File: config.mk
export PLATFORM = sky130hd
export DESIGN_NAME = tmds_channel_decoder
export DESIGN_NICKNAME = d
export VERILOG_FILES = /design/src/rtl/tmds_channel_decoder.sv
export SDC_FILE = /design/constraint.sdc
export NUM_CORES = 1
export LEC_CHECK = 0
export CAP_MARGIN = 30
export CORE_ASPECT_RATIO = 2
export CORE_UTILIZATION = 64
export DETAILED_ROUTE_END_ITERATION = 12
export PLACE_DENSITY = 0.87
export SETUP_SLACK_MARGIN = 0.3
export SYNTH_ARGS = -nofsm -noshare
export SYNTH_HDL_FRONTEND = slang
export SYNTH_SLANG_ARGS = --single-unit
File: constraint.sdc
create_clock -name pixclk -period 4.45 [get_ports pixclk]
set_input_delay 1.1125 -clock pixclk [delete_from_list [all_inputs] [get_ports pixclk]]
set_output_delay 1.1125 -clock pixclk [all_outputs]
set_load 0.01 [all_outputs]
File: src/rtl/tmds_channel_decoder.sv
// TMDS receive channel: word alignment by bitslip search, lock tracking, and
// 10b->8b decode of data words plus control-token recovery.
module tmds_channel_decoder #(
  parameter int LOCK_TOKENS    = 8,
  parameter int SEARCH_TIMEOUT = 2048,
  parameter int SLIP_SETTLE    = 16,
  parameter int LOSS_TIMEOUT   = 1048576
) (
  input  logic       pixclk,
  input  logic       reset,
  input  logic [9:0] tmds_in,
  output logic       bitslip,
  output logic       locked,
  output logic [7:0] VD,
  output logic [1:0] CD,
  output logic       VDE,
  output logic [3:0] slip_cnt
);
  localparam int RUN_W = $clog2(LOCK_TOKENS) + 1;
  localparam int TMO_W = $clog2(SEARCH_TIMEOUT) + 1;
  localparam int SET_W = $clog2(SLIP_SETTLE) + 1;
  localparam int GAP_W = $clog2(LOSS_TIMEOUT) + 1;

  localparam logic [RUN_W-1:0] RUN_MAX  = RUN_W'(LOCK_TOKENS);
  localparam logic [TMO_W-1:0] TMO_LAST = TMO_W'(SEARCH_TIMEOUT - 1);
  localparam logic [SET_W-1:0] SET_LAST = SET_W'(SLIP_SETTLE - 1);
  localparam logic [GAP_W-1:0] GAP_MAX  = GAP_W'(LOSS_TIMEOUT);

  typedef enum logic [1:0] {SEARCH, SLIP_WAIT, LOCKED} state_t;

  state_t           r_state;
  logic [9:0]       r_w;
  logic [RUN_W-1:0] r_run;
  logic [TMO_W-1:0] r_tmo;
  logic [SET_W-1:0] r_settle;
  logic [GAP_W-1:0] r_gap;

  logic             w_tok;
  logic [1:0]       w_cd;
  logic [7:0]       w_d;
  logic [7:0]       w_vd;
  logic [RUN_W-1:0] w_run_nxt;
  logic [GAP_W-1:0] w_gap_nxt;
  logic             w_lock_hit;
  logic             w_loss_hit;
  logic             w_tmo_hit;
  logic             w_settle_done;
  logic             w_lock_nxt;

  always_comb begin
    w_tok = 1'b1;
    w_cd  = 2'b00;
    case (r_w)
      10'b1101010100: w_cd = 2'b00;
      10'b0010101011: w_cd = 2'b01;
      10'b0101010100: w_cd = 2'b10;
      10'b1010101011: w_cd = 2'b11;
      default:        w_tok = 1'b0;
    endcase
  end

  // Undo the optional inversion, then the XOR/XNOR transition chain.
  assign w_d = r_w[9] ? ~r_w[7:0] : r_w[7:0];

  always_comb begin
    w_vd    = '0;
    w_vd[0] = w_d[0];
    for (int i = 1; i < 8; i++)
      w_vd[i] = r_w[8] ? (w_d[i] ^ w_d[i-1]) : ~(w_d[i] ^ w_d[i-1]);
  end

  assign w_run_nxt     = (r_run == RUN_MAX) ? RUN_MAX : r_run + RUN_W'(1);
  assign w_gap_nxt     = (r_gap == GAP_MAX) ? GAP_MAX : r_gap + GAP_W'(1);
  assign w_lock_hit    = w_tok && (w_run_nxt == RUN_MAX);
  assign w_loss_hit    = !w_tok && (w_gap_nxt == GAP_MAX);
  assign w_tmo_hit     = (r_tmo == TMO_LAST);
  assign w_settle_done = (r_settle == SET_LAST);
  // Lock state as of this edge; VDE/VD follow it so loss gates the same word.
  assign w_lock_nxt    = ((r_state == SEARCH) && w_lock_hit) ||
                         ((r_state == LOCKED) && !w_loss_hit);

  always_ff @(posedge pixclk or posedge reset) begin
    if (reset) begin
      r_state  <= SEARCH;
      r_w      <= '0;
      r_run    <= '0;
      r_tmo    <= '0;
      r_settle <= '0;
      r_gap    <= '0;
      bitslip  <= 1'b0;
      locked   <= 1'b0;
      VD       <= '0;
      CD       <= '0;
      VDE      <= 1'b0;
      slip_cnt <= '0;
    end else begin
      r_w     <= tmds_in;
      bitslip <= 1'b0;
      locked  <= w_lock_nxt;
      if (w_tok) begin
        CD  <= w_cd;
        VD  <= '0;
        VDE <= 1'b0;
      end else begin
        VDE <= w_lock_nxt;
        VD  <= w_lock_nxt ? w_vd : '0;
      end
      case (r_state)
        SEARCH: begin
          if (w_lock_hit) begin
            r_state <= LOCKED;
            r_run   <= '0;
            r_tmo   <= '0;
            r_gap   <= '0;
          end else if (w_tmo_hit) begin
            r_state  <= SLIP_WAIT;
            bitslip  <= 1'b1;
            slip_cnt <= slip_cnt + 4'd1;
            r_run    <= '0;
            r_tmo    <= '0;
            r_settle <= '0;
          end else begin
            r_tmo <= r_tmo + TMO_W'(1);
            r_run <= w_tok ? w_run_nxt : '0;
          end
        end
        SLIP_WAIT: begin
          if (w_settle_done) begin
            r_state  <= SEARCH;
            r_settle <= '0;
            r_run    <= '0;
            r_tmo    <= '0;
          end else begin
            r_settle <= r_settle + SET_W'(1);
          end
        end
        LOCKED: begin
          if (w_loss_hit) begin
            r_state <= SEARCH;
            r_gap   <= '0;
            r_run   <= '0;
            r_tmo   <= '0;
          end else begin
            r_gap <= w_tok ? '0 : w_gap_nxt;
          end
        end
        default: r_state <= SEARCH;
      endcase
    end
  end
endmodule

==> metrics.yaml <==
outcome:
  status: "complete, no violations"
critical_path:
  regToRegSetupSlack_ns: 1.08
  crit_type: "flip-flop to flip-flop"
  crit_chain: "nand4_2 > or4_1 > or3_1 > nand3_2 > nor2_1 > a21oi_2 > buf_4 > or2_1 > o21ai_1"
  r2r-end: "r_tmo[9]"
  worstReg2RegStart: "r_gap[8]"
  cpMaxStageDelayCell: "or4_1"
  arrival_ns: 3.57
  cp_max_fo: 15
  end_kind: "flip-flop"
  start_kind: "flip-flop"
  crit_required_ns: 4.65
  critical-path-max-stage-delay_ns: 0.69
  cp-endpoint: "r_tmo[9]"
  startpoint: "r_gap[8]"
  r2r_cells: 9
yosys:
  ys_ff_latch: 71
  synth_edf_count: 0
  synth_top_area_share_pct: 43.45
  synthTopCellsByCount: "71 x dfrtp_1, 43 x nand2_1, 32 x nor2_1"
  yosysMostFrequentCell: "dfrtp_1"
  netlist_instances: 440
  yosys.area.top_type: "dfrtp_1"
  synthArstFlopShare_pct: 100.0
  seq_area_frac_synth_pct: 43.45
  synth_cell_types: 64
  synth_ff_type: "dfrtp_1"
  ys_warn_count: 0
  syn_area_per_cell_sq_um: 9.293
  synth.net_count: 469
  synth_area_leaders: "dfrtp_1 43%, ha_1 5.2%, xnor2_1 4.1%"
  syn_area_sq_um: 4089
clock_network:
  clock_sinks: 71
  max-clock-path-buffers: 2
  cts_root_buf: "clkbuf_16"
  cts_hold_buf: 0
  clk_latency_ns: 0.33
  cts_tree: "done"
  cts-buffers-inserted: 9
  cts_max_level: 3
  post_cts_buffers: 0
  clkSlewWorstSetupHoldPaths_ns: 0.06
  cts-resized-gates: 0
cells_and_area:
  regArea_sq_um: 1777
  multiInputGateArea_sq_um: 2120
  finish.net_count: 490
  area_growth_pct: 15.88
  fillers: 410
  drive_above_1_share_pct: 9.013
  n_antenna_cell: 0
routing:
  drt_iter0_drc: 222
  drtPass1Iterations: 4
  finalWirelength_mm: 9.526
  vias_per_cell: 6.185
  antenna_left: 0
  route.vias.total: 3402
  drc: 0
  wl_per_cell_microns: 17.32
global_route:
  grt_pass1_vias: 3499
  grt_first_pass_wirelength_mm: 16.21
  grt.overflow.total: 0
  grt_max_degree: 34
  antenna_found_initial: 0
  globalRouteTotalUtil_pct: 32.48
placed_design:
  place_hpwl_mm: 6.825
  port-buffer-count: 28
  gp_congestion: 1.005
  dp_slack_ns: 1.165
timing:
  rsz0062_at_grt: "false"
  fin_skew_ns: 0.007636
  setup-tns-final_ns: 0
  tightestPinTransition_ns: 0.8441
  slew_headroom_pct: 43.35
  clock.fmax_mhz: 297.0
  hold_viol: 0
  finalMaxSlewViolations: 0
  fin_crit_ns: 3.367
  final-setup-viol-count: 0
  fin_ws_ns: 1.083
  layout_worst_path_cycle_share_pct: 75.66
job:
  drv_cap: 0
power:
  p_per_area_nw_per_um2: 323.7
  ir_drop_mv: 0.2810
  cellLeakagePower_nw: 2.134
floorplanning:
  die_x_microns: 58.52
  ios: 29
  rows: 40
  start_util_pct: 66.97
  core-area_sq_um: 6106
  fp.dieH_microns: 115.0
  die-area_sq_um: 6732
worst_hold_path:
  hold_class: "flip-flop to flip-flop"
[layer usage]
layer  global-route usage [%]  part of all wire [%]  vias up
met5                        0                     0        -
li1                         -                     -     1591
met3                    7.424                   2.9       38
met4                    20.00                   4.9        0
met1                    32.70                    36     1678
met2                    58.47                    56       95
[cells in the final DEF (no fill, tap or decap), types with 3 or more instances in the layout]
cell / count
xor2_1: 8
nand4_1: 6
clkbuf_16: 9
or3_1: 12
bufinv_16: 3
nand2b_1: 8
a21o_1: 4
buf_4: 4
dfrtp_1: 71
inv_1: 19
a21oi_1: 3
nor2b_1: 4
o31ai_1: 5
clkdlybuf4s50_1: 28
xnor2_1: 19
nand2_1: 43
o21ai_0: 24
or2_2: 4
and2_1: 3
o21ai_1: 14
nor3_1: 13
ha_1: 17
a211o_1: 5
and3_1: 13
nor2_1: 32
nand3_1: 31
a31oi_1: 3
o31ai_2: 4
nor4_1: 8
[registers in the layout, indices dropped and copies added (netlist names), 4 cells and up]
register / flops
r_gap: 21
r_tmo: 12
r_run: 4
slip_cnt: 4
VD: 8
r_settle: 5
r_w: 10
[final cells by class]
| cell class | instances | share of cell area, % |
|---|---|---|
| Multi-Input combinational cell | 326 | 44.73 |
| Timing Repair Buffer | 32 | 6.549 |
| Sequential cell | 71 | 37.50 |
| Clock buffer | 11 | 5.123 |
| Tap cell | 84 | 2.218 |
| Clock inverter | 5 | 2.218 |
| Inverter | 21 | 1.664 |
[power breakdown]
group          switching, W  total [W]  leakage, nW  internal [W]
clock network      0.000264   0.000827        0.162      0.000562
registers        0.00000677   0.000659        0.954      0.000652
logic             0.0000244  0.0000482         1.02     0.0000238
[through the flow]
step	hold slack (ns)	power (W)	cells	utilization [%]	cell area, sq um
after floorplan	0.4545	0.0006973	440	-	4089
after global placement	0.4588	0.0007177	534	71.91	4390
after detailed placement	0.4643	0.0007203	534	71.91	4390
after CTS	0.4739	0.001544	550	77.60	4738
after global routing	0.4975	0.001578	550	77.60	4738
final	0.4699	0.001534	550	77.60	4738
[worst min path at each step]
stage                start          end  cells after the start
2_1_floorplan    r_tmo[11]    r_tmo[11]                      1
3_3_place_gp   slip_cnt[3]  slip_cnt[3]                      1
3_5_place_dp   slip_cnt[3]  slip_cnt[3]                      1
4_1_cts        slip_cnt[3]  slip_cnt[3]                      1
5_1_grt        slip_cnt[3]  slip_cnt[3]                      1
6_report       slip_cnt[3]  slip_cnt[3]                      1
[worst max-delay path: cells and delay by family (launching register included)]
| kind | cells | cell delay, ns |
|---|---|---|
| flip-flops | 1 | 0.59 |
| AO/OA/AOI/OAI | 2 | 0.42 |
| AND/OR/NAND/NOR | 6 | 1.96 |
| buffers and inverters | 1 | 0.26 |
[logic make-up (layout without fill, tap and decap cells)]
logic type / Yosys count / count (layout) / share of synthesized area (%)
flip-flops: 71 / 71 / 43.45
adder cells (fa/ha/maj): 17 / 17 / 5.202
AO/OA/AOI/OAI: 83 / 83 / 14.05
AND/OR/NAND/NOR: 197 / 197 / 26.25
buffers and inverters: 43 / 69 / 4.712
XOR/XNOR: 27 / 27 / 5.783
multiplexers: 2 / 2 / 0.5508
Power figures use the tool's default switching activity.
